`config.mk`:
```
export PLATFORM = sky130hd
export DESIGN_NAME = rnd_range_sampler
export DESIGN_NICKNAME = d
export VERILOG_FILES = /design/src/rtl/rnd_range_sampler.sv
export SDC_FILE = /design/constraint.sdc
export NUM_CORES = 1
export LEC_CHECK = 0
export CAP_MARGIN = 10
export CELL_PAD_IN_SITES_DETAIL_PLACEMENT = 2
export CELL_PAD_IN_SITES_GLOBAL_PLACEMENT = 2
export CORE_MARGIN = 1
export CORE_UTILIZATION = 33
export CTS_CLUSTER_SIZE = 40
export DETAILED_ROUTE_END_ITERATION = 12
export PLACE_DENSITY_LB_ADDON = 0.1
export SETUP_SLACK_MARGIN = 0.02
export SLEW_MARGIN = 30
export SYNTH_ARGS = -nofsm -noshare
export SYNTH_HDL_FRONTEND = slang
export SYNTH_SLANG_ARGS = --single-unit
export TNS_END_PERCENT = 1
```
`constraint.sdc`:
```
create_clock -name clk -period 3.4 [get_ports clk]
set_input_delay 0.34 -clock clk [delete_from_list [all_inputs] [get_ports clk]]
set_output_delay 0.34 -clock clk [all_outputs]
set_load 0.02 [all_outputs]
```
`src/rtl/rnd_range_sampler.sv`:
```
// Reduces raw LFSR words modulo a caller range with a bit-serial restoring remainder.
// Optional feature macro: RND_DEDUP_EN suppresses a result equal to the last transferred one.
module rnd_range_sampler #(
    parameter int RAW_W   = 13,
    parameter int RANGE_W = 11
) (
    input  logic               clk,
    input  logic               rst_n,
    input  logic               raw_valid,
    output logic               raw_ready,
    input  logic [RAW_W-1:0]   raw_data,
    input  logic [RANGE_W-1:0] range,
    output logic               out_valid,
    input  logic               out_ready,
    output logic [RANGE_W-1:0] out_data,
    output logic               busy
);

    // Handshakes: a word moves on a rising edge where valid && ready are both high;
    // valid never drops without a transfer, and ready does not depend on valid.

    localparam int CNT_W = $clog2(RAW_W);
    localparam int REM_W = RANGE_W + 1;

    typedef enum logic [1:0] {
        S_IDLE   = 2'd0,
        S_REDUCE = 2'd1,
        S_HOLD   = 2'd2
    } state_t;

    state_t             state_q, state_d;
    logic [RAW_W-1:0]   raw_q, raw_d;
    logic [RANGE_W-1:0] range_q, range_d;
    logic [REM_W-1:0]   rem_q, rem_d;
    logic [CNT_W-1:0]   cnt_q, cnt_d;
    logic [RANGE_W-1:0] out_q, out_d;

    logic [REM_W-1:0]   rem_shift;
    logic [REM_W-1:0]   rem_next;
    logic               drop;

`ifdef RND_DEDUP_EN
    logic [RANGE_W-1:0] hist_q, hist_d;
    logic               hist_vld_q, hist_vld_d;
`endif

    // Remainder stays below range, so its low RANGE_W bits hold it losslessly before the shift.
    always_comb begin
        rem_shift = {rem_q[RANGE_W-1:0], raw_q[cnt_q]};
        if (rem_shift >= {1'b0, range_q}) begin
            rem_next = rem_shift - {1'b0, range_q};
        end else begin
            rem_next = rem_shift;
        end
    end

`ifdef RND_DEDUP_EN
    // Ranges 0 and 1 only ever yield 0, so they must not be filtered or they would stall.
    always_comb begin
        drop = hist_vld_q && (range_q > RANGE_W'(1)) && (rem_next[RANGE_W-1:0] == hist_q);
    end
`else
    always_comb begin
        drop = 1'b0;
    end
`endif

    always_comb begin
        state_d = state_q;
        raw_d   = raw_q;
        range_d = range_q;
        rem_d   = rem_q;
        cnt_d   = cnt_q;
        out_d   = out_q;
`ifdef RND_DEDUP_EN
        hist_d     = hist_q;
        hist_vld_d = hist_vld_q;
`endif
        case (state_q)
            S_IDLE: begin
                if (raw_valid) begin
                    raw_d   = raw_data;
                    range_d = range;
                    rem_d   = '0;
                    cnt_d   = CNT_W'(RAW_W - 1);
                    state_d = S_REDUCE;
                end
            end
            S_REDUCE: begin
                if (range_q == '0) begin
                    out_d   = '0;
                    state_d = S_HOLD;
                end else begin
                    rem_d = rem_next;
                    if (cnt_q == '0) begin
                        if (drop) begin
                            state_d = S_IDLE;
                        end else begin
                            out_d   = rem_next[RANGE_W-1:0];
                            state_d = S_HOLD;
                        end
                    end else begin
                        cnt_d = cnt_q - CNT_W'(1);
                    end
                end
            end
            S_HOLD: begin
                if (out_ready) begin
                    state_d = S_IDLE;
`ifdef RND_DEDUP_EN
                    hist_d     = out_q;
                    hist_vld_d = 1'b1;
`endif
                end
            end
            default: begin
                state_d = S_IDLE;
            end
        endcase
    end

    always_ff @(posedge clk or negedge rst_n) begin
        if (!rst_n) begin
            state_q <= S_IDLE;
            raw_q   <= '0;
            range_q <= '0;
            rem_q   <= '0;
            cnt_q   <= '0;
            out_q   <= '0;
        end else begin
            state_q <= state_d;
            raw_q   <= raw_d;
            range_q <= range_d;
            rem_q   <= rem_d;
            cnt_q   <= cnt_d;
            out_q   <= out_d;
        end
    end

`ifdef RND_DEDUP_EN
    always_ff @(posedge clk or negedge rst_n) begin
        if (!rst_n) begin
            hist_q     <= '0;
            hist_vld_q <= 1'b0;
        end else begin
            hist_q     <= hist_d;
            hist_vld_q <= hist_vld_d;
        end
    end
`endif

    assign raw_ready = (state_q == S_IDLE);
    assign out_valid = (state_q == S_HOLD);
    assign busy      = (state_q != S_IDLE);
    assign out_data  = out_q;

endmodule

```
==> summary.txt, run 1 <==
Finish
  • Ant. Diodes: 0
  • Fin util: 41.8%
  • Final instance area: 3440 um2
  • Layout Nets: 394
  • Layout fillers: between 900 and 1000
  • Finished Layout Cells: roughly 460
  • Area Growth Syn to Fin: 23.0%
  • Layout cells sized above 1: 8.76%

Die
  • Site row count: 33
  • Die area: just under 9000 um2
  • Core ar.: 8220 um2
  • Num ports: 42
  • Die H: around 94 um
  • Initial Utilization: 34.0%
  • Die X: around 94 um

CTS
  • Total CTS buffers: 5
  • Clk slew on worst S/H paths: 0.12 ns
  • Clk_lat worst skew: 0.33 ns
  • Clk buf depth: 2
  • Clock Root Buffer: clkbuf_8
  • CTS tree: done
  • Clock sink count: 52
  • H-tree depth: 2

Timing
  • F_max: 313 MHz
  • Final Critical Period: approximately 3.2 ns
  • Final Hold Fails: 0
  • Slew headroom: a little under half
  • RSZ-0062 raised after global routing: false
  • Clock skew: 0.0206 ns
  • Fin crit share: a little over nine tenths
  • Slew @ Worst Pin: 0.814 ns
  • Worst hold slack: 0.104 ns
  • Max-slew violations: 0
  • Final setup fails: 0

Power
  • Cell area power density: between 1000 and 1500 nW/um2
  • Maximum VDD drop: 385 uV
  • Pleak: 0.00155 uW
  • Total power: 4050 uW

GRT
  • Vias in the first global route: between 2000 and 3000
  • GRT Resource Usage Total: 20.0%
  • Global-route wire length before repair: 13400 um
  • Initial antenna violation count: 0
  • GRT overflow: 0
  • Largest net degree at the start of global routing: 36

Place
  • HPWL Detailed: 5950 um
  • DP Area: about 3300 um2
  • Cells after DPL: 447
  • Count of input and output buffers: 41
  • RD Place Congestion: roughly 0.76

Route
  • WL/cell: 17.2 um
  • Vias per cell: 5.22
  • Drt drc: 0
  • Initial DRC count: 33
  • Antenna Nets Post-Route: 0
  • Vias: 2395
  • Drt total wl: 7900 um
  • Drt pass-1 iters: 4

Synth
  • Syn nets: 352
  • Top FF cell, synth: dfrtp_1
  • Asr flop ratio synth: 100%
  • Sequential fraction of the synthesis area: 46.6%
  • Count of cell types in the netlist: 45
  • Synthesized flop and latch total: 52
  • YS warnings: 0
  • Synth Cell Area: 2800 um2
  • Cells after synthesis: 311
  • Number of synthesized flops with an enable pin: 0
  • Synth Area per Inst: 8.99 um2

Worst hold path
  • Class of the worst hold path: input port to async pin

Worst setup path
  • CP Class: flip-flop to flip-flop
  • Worst setup EP type: flip-flop
  • Worst Setup SP: cnt_q[0]
  • Critical path arrival: 3.42 ns
  • Worst EP required: around 3.6 ns
  • Reg2Reg Depth: 13
  • Worst reg2reg startpoint: cnt_q[0]
  • Reg2Reg Setup Slack: 0.20 ns
  • Crit Path Max Fanout: 5
  • R2R Path End: out_data[10]
  • Last element of the critical path: out_data[10]
  • CP Launch Type: flip-flop

Job
  • Max Cap Violations: 0

Run status
  • Status: finished, final reports clean
[routing by layer]
metal	GRT usage, %	share of wire, %	vias to the layer above
met5	0	0	-
met4	3.85	0.78	0
met3	3.40	2.8	5
met2	31.0	45	35
met1	29.2	52	1211
li1	-	-	1144
[cells in the final DEF, fill, tap and decap left out, types with 7 or more instances in the layout]
| cell type | Yosys | routed |
|---|---|---|
| inv_1 | 17 | 17 |
| o21ai_0 | 27 | 27 |
| dfrtp_1 | 52 | 51 |
| mux2i_1 | 10 | 9 |
| nor2_1 | 12 | 11 |
| buf_4 | 0 | 8 |
| clkdlybuf4s50_1 | 0 | 40 |
| nand2_1 | 85 | 85 |
| ha_1 | 12 | 12 |
| nand3_1 | 8 | 7 |
[what timing repair did]
item,CTS,global route
buffers inserted,1,3
hold buffers,0,0
gates resized for setup,2,4
pin swaps,0,1
endpoints found under the setup margin,22,22
[sequential cells by signal, indices dropped and copies added (netlist names)]
| name | flops |
|---|---|
| cnt_q | 4 |
| rem_q | 11 |
| raw_q | 13 |
| state_q | 2 |
| range_q | 11 |
| out_data | 11 |
[area by class of cell]
| cell class | count | area [um2] | share of cell area [%] |
|---|---|---|---|
| Clock buffer | 5 | 68.8 | 2.00 |
| Clock inverter | 3 | 26.3 | 0.764 |
| Inverter | 17 | 63.8 | 1.86 |
| Multi-Input combinational cell | 228 | 1380 | 40.1 |
| Sequential cell | 52 | 1300 | 37.9 |
| Tap cell | 105 | 131 | 3.82 |
| Timing Repair Buffer | 49 | 465 | 13.5 |
[through the flow]
stage,setup slack [ns],setup TNS [ns]
3_3_place_gp,0.132,0
3_5_place_dp,-0.0833,-0.830
2_1_floorplan,0.378,0
5_1_grt,0.0228,0
6_report,0.201,0
4_1_cts,0.0608,0
[cells in the mapped netlist (all sizes together) (3+ instances only)]
master | instances | area [um2]
a31oi | 5 | 31.3
nand2 | 85 | 319
buf | 4 | 28.8
nand2b | 3 | 18.8
nor3 | 4 | 20.0
nand4 | 4 | 25.0
nor2b | 3 | 18.8
inv | 17 | 63.8
nor2 | 12 | 45.0
mux4 | 3 | 67.6
xor2 | 4 | 35.0
dfrtp | 52 | 1300
nand3 | 8 | 40.0
o21a | 3 | 22.5
clkbuf | 10 | 37.5
mux2i | 10 | 100
a21oi | 6 | 30.0
nor4 | 3 | 18.8
o211ai | 4 | 30.0
ha | 12 | 150
o21ai | 35 | 194
[worst min-delay path by stage]
stage / startpoint / endpoint / slack [ns] / cells after the start
floorplan: rst_n / cnt_q[0] / 0.04 / 0
global placement: raw_q[9] / raw_q[9] / 0.47 / 2
detailed placement: raw_q[9] / raw_q[9] / 0.47 / 2
CTS: rst_n / out_data[1] / 0.14 / 1
global route: rst_n / out_data[8] / 0.16 / 1
finish: rst_n / raw_q[0] / 0.10 / 1
[worst max-delay path: stages (launching register included)]
cell	delay (ns)
dfrtp_2	0.44
mux4_2	0.52
mux2i_1	0.15
nor2_1	0.07
a21oi_2	0.15
ha_1	0.20
inv_1	0.06
fa_1	0.42
nand3_2	0.14
a211oi_1	0.11
o31a_1	0.27
or3_1	0.34
nand4b_1	0.12
o211ai_1	0.09
[where the power goes]
group	total [uW]	switching, uW	leakage [uW]	internal (uW)
sequential	1180	255	0.000645	924
combinational	2490	1430	0.000861	1060
clock	386	236	0.0000423	150
total	4050	1920	0.00155	2130
[logic make-up after synthesis]
family	share of synthesized area, %
DFF	46.6
and+or+nand+nor	20.5
muxes	6.40
buffers and inverters	4.66
xor gates and xnor gates	1.57
adders and majority gates	6.09
AOI/OAI and AO/OA	14.2
(Power assumes the default switching activity.)
==> inputs of run 2 (changes only) <==
--- a/config.mk
+++ b/config.mk
@@ -12,9 +12,10 @@
 export CORE_UTILIZATION = 33
 export CTS_CLUSTER_SIZE = 40
 export DETAILED_ROUTE_END_ITERATION = 12
+export GPL_TIMING_DRIVEN = 1
 export PLACE_DENSITY_LB_ADDON = 0.1
 export SETUP_SLACK_MARGIN = 0.02
-export SLEW_MARGIN = 30
+export SLEW_MARGIN = 5
 export SYNTH_ARGS = -nofsm -noshare
 export SYNTH_HDL_FRONTEND = slang
 export SYNTH_SLANG_ARGS = --single-unit
==> results of run 2 <==
Same layout as run 1: the final DEF is identical, and so are final timing and power.
==> RTL change (config.mk and constraints of run 1) <==
Set the parameter `RANGE_W` to 22 (it was 11).
--- a/src/rtl/rnd_range_sampler.sv
+++ b/src/rtl/rnd_range_sampler.sv
@@ -3,5 +3,5 @@
 module rnd_range_sampler #(
     parameter int RAW_W   = 13,
-    parameter int RANGE_W = 11
+    parameter int RANGE_W = 22
 ) (
     input  logic               clk,
Ports: changed (resized out_data and range); port bits go from 42 to 64. The function was not compared with the original's and may differ.
==> RTL change against run 1 <==
- the run now ends with negative setup slack left
- sequential cell count increased by 33
- design area increased by 78%
- fmax decreased by 12%
- worst hold slack got worse by 95 ps
- cell count increased by 58%
- synthesized area increased by 72%
- routed wire length increased by 76%
- first-iteration DRC count increased to 2.7 times the old value
- clock skew decreased by 14 ps
- setup slack got worse by 430 ps
- critical endpoint is now rem_q[20]
Power is not shown: default switching activity piles up to over one toggle a cycle in this logic, so the estimate is an artifact.
==> RTL change: results (changes against run 1) <==
- Cell variety after synth: 56 (+24%)
- CP Max Fanout: 4 (-1)
- Largest net degree at the start of global routing: 46 (+28%)
- Top cells by count, synth: dfrtp_1, nand2_1, mux2_2
- Met3 GRT Util: 0.0367 (+0.00273)
- Placed cells: 711 (+59%)
- R2R depth: 15 (+2)
- Vias per cell: 5.31 (+1.7%)
- HPWL Detailed: 10500 um (+76%)
- Clock transition at path regs: 60 ps (-60 ps)
- Total Routing Usage GR: 0.205 (+0.00511)
- Sequential share of the synthesized area: 0.442 (-0.0235)
- # fillers: 1481 (+61%)
- CTS Buffer Depth: 2 (unchanged)
- Post-synth ARST share: 1.00 (unchanged)
- Yosys Warn Count: 0 (unchanged)
- # nets final: 605 (+54%)
- Initial antenna violation count: 0 (unchanged)
- Met2 Usage GRT: 0.366 (+0.0563)
- CTS Buf Count: 9 (+4)
- CTS root buffer: clkbuf_16
- DR iter-0 viols: 89 (+170%)
- Hold Path Class: in -> async
- Port bufs: 63 (+54%)
- Total negative setup slack: -1490 ps (-1490 ps)
- Max stage delay on crit path: 530 ps
- Crit-path slowest cell: mux4_2
- # diodes: 0 (unchanged)
- Mapped Nets: 535 (+52%)
- First-pass GRT wire length: 23100 um (+72%)
- Total iterations of the first detailed-routing run: 4 (unchanged)
- Post-Route WL: 13900 um (+76%)
- Setup Skew: 6.32 ps (-14.2 ps)
- Layout cells sized above 1: 0.183 (+0.0952)
- Via count of the first global-routing pass: 4377 (+70%)
- Placer's final routability congestion estimate: 0.790 (+3.9%)
- Failing checks: negative setup slack
- Clock Latency Late Sink: 350 ps (+20 ps)
- Area contributors post-synth: dfrtp_1, mux2_2, ha_1
- Data arrival time of the critical path: 3830 ps (+410 ps)
- Top_reg_cell synth: dfrtp_1
- H-tree depth: 3 (+1)
- Final setup viols: 10 (+10)
- Slew at the pin closest to its max-slew limit: 916 ps (+103 ps)
- Post-DR wirelength/cell: 19.1 um (+11%)
- Syn avg cell area: 10.2 um2 (+13%)
- Met1 usage: 0.245 (-0.0469)
- Outcome: finished, violations left
- Final worst slack: -227 ps (-428 ps)
==> RTL change: worst max-delay path: cells and delay by family (launching register included) <==
kind,cells,cell delay [ps]
AO/OA/AOI/OAI,8,1450
XOR/XNOR,1,180
adder cells (fa/ha/maj),2,560
buffers and inverters,2,110
flip-flops,1,420
multiplexers,1,530
AND/OR/NAND/NOR,1,230
==> RTL change: layout make-up <==
type                            instances  area [um2]  area share
Clock inverter                          3        90.1      0.0147
Inverter                               28         105      0.0172
Sequential cell                        85        2130       0.347
Tap cell                              180         225      0.0368
Clock buffer                           13         270      0.0441
Multi-Input combinational cell        337        2500       0.409
Timing Repair Buffer                   81         801       0.131
==> RTL change: kinds of logic (layout without fill, tap and decap cells) <==
| group | count (synthesis) | in the layout | synth area share |
|---|---|---|---|
| flip-flops | 85 | 85 | 0.442 |
| buffers and inverters | 50 | 125 | 0.0486 |
| AND/OR/NAND/NOR | 124 | 124 | 0.128 |
| multiplexers | 57 | 57 | 0.135 |
| AO/OA/AOI/OAI | 111 | 111 | 0.144 |
| adder cells (fa/ha/maj) | 24 | 24 | 0.0640 |
| XOR/XNOR | 21 | 21 | 0.0382 |
==> RTL change: routing by layer <==
metal | up-vias | wire length [um]
li1 | 1815 | -
met1 | 1986 | 6120
met2 | 43 | 7250
met3 | 14 | 262
met4 | 0 | 263
met5 | - | 0
==> RTL change: per-stage QoR <==
stage	cell area, um2	hold WS (ps)	setup WS (ps)
after floorplan	4830	44.4	45.0
after global placement	5720	387	-230
after detailed placement	5720	400	-457
after CTS	6080	19.5	-331
after global routing	6120	48.2	-474
final	6120	8.12	-227
==> RTL change: worst paths after layout <==
path | start | end
setup / recovery | cnt_q[0] | rem_q[20]
setup reg to reg | cnt_q[0] | rem_q[20]
max in group asynchronous | rst_n | cnt_q[0]
min in group clk | out_data[9] | out_data[9]
hold / removal | rst_n | range_q[14]
hold reg to reg | out_data[9] | out_data[9]
==> RTL change: repair_timing <==
action / 4_1_cts / 5_1_grt
gates resized for setup: 3 / 11
setup endpoints to repair: 14 / 26
pin swaps: 0 / 2
endpoints found under the hold margin: 0 / 0
hold buffers: 0 / 0
setup buffers: 0 / 0
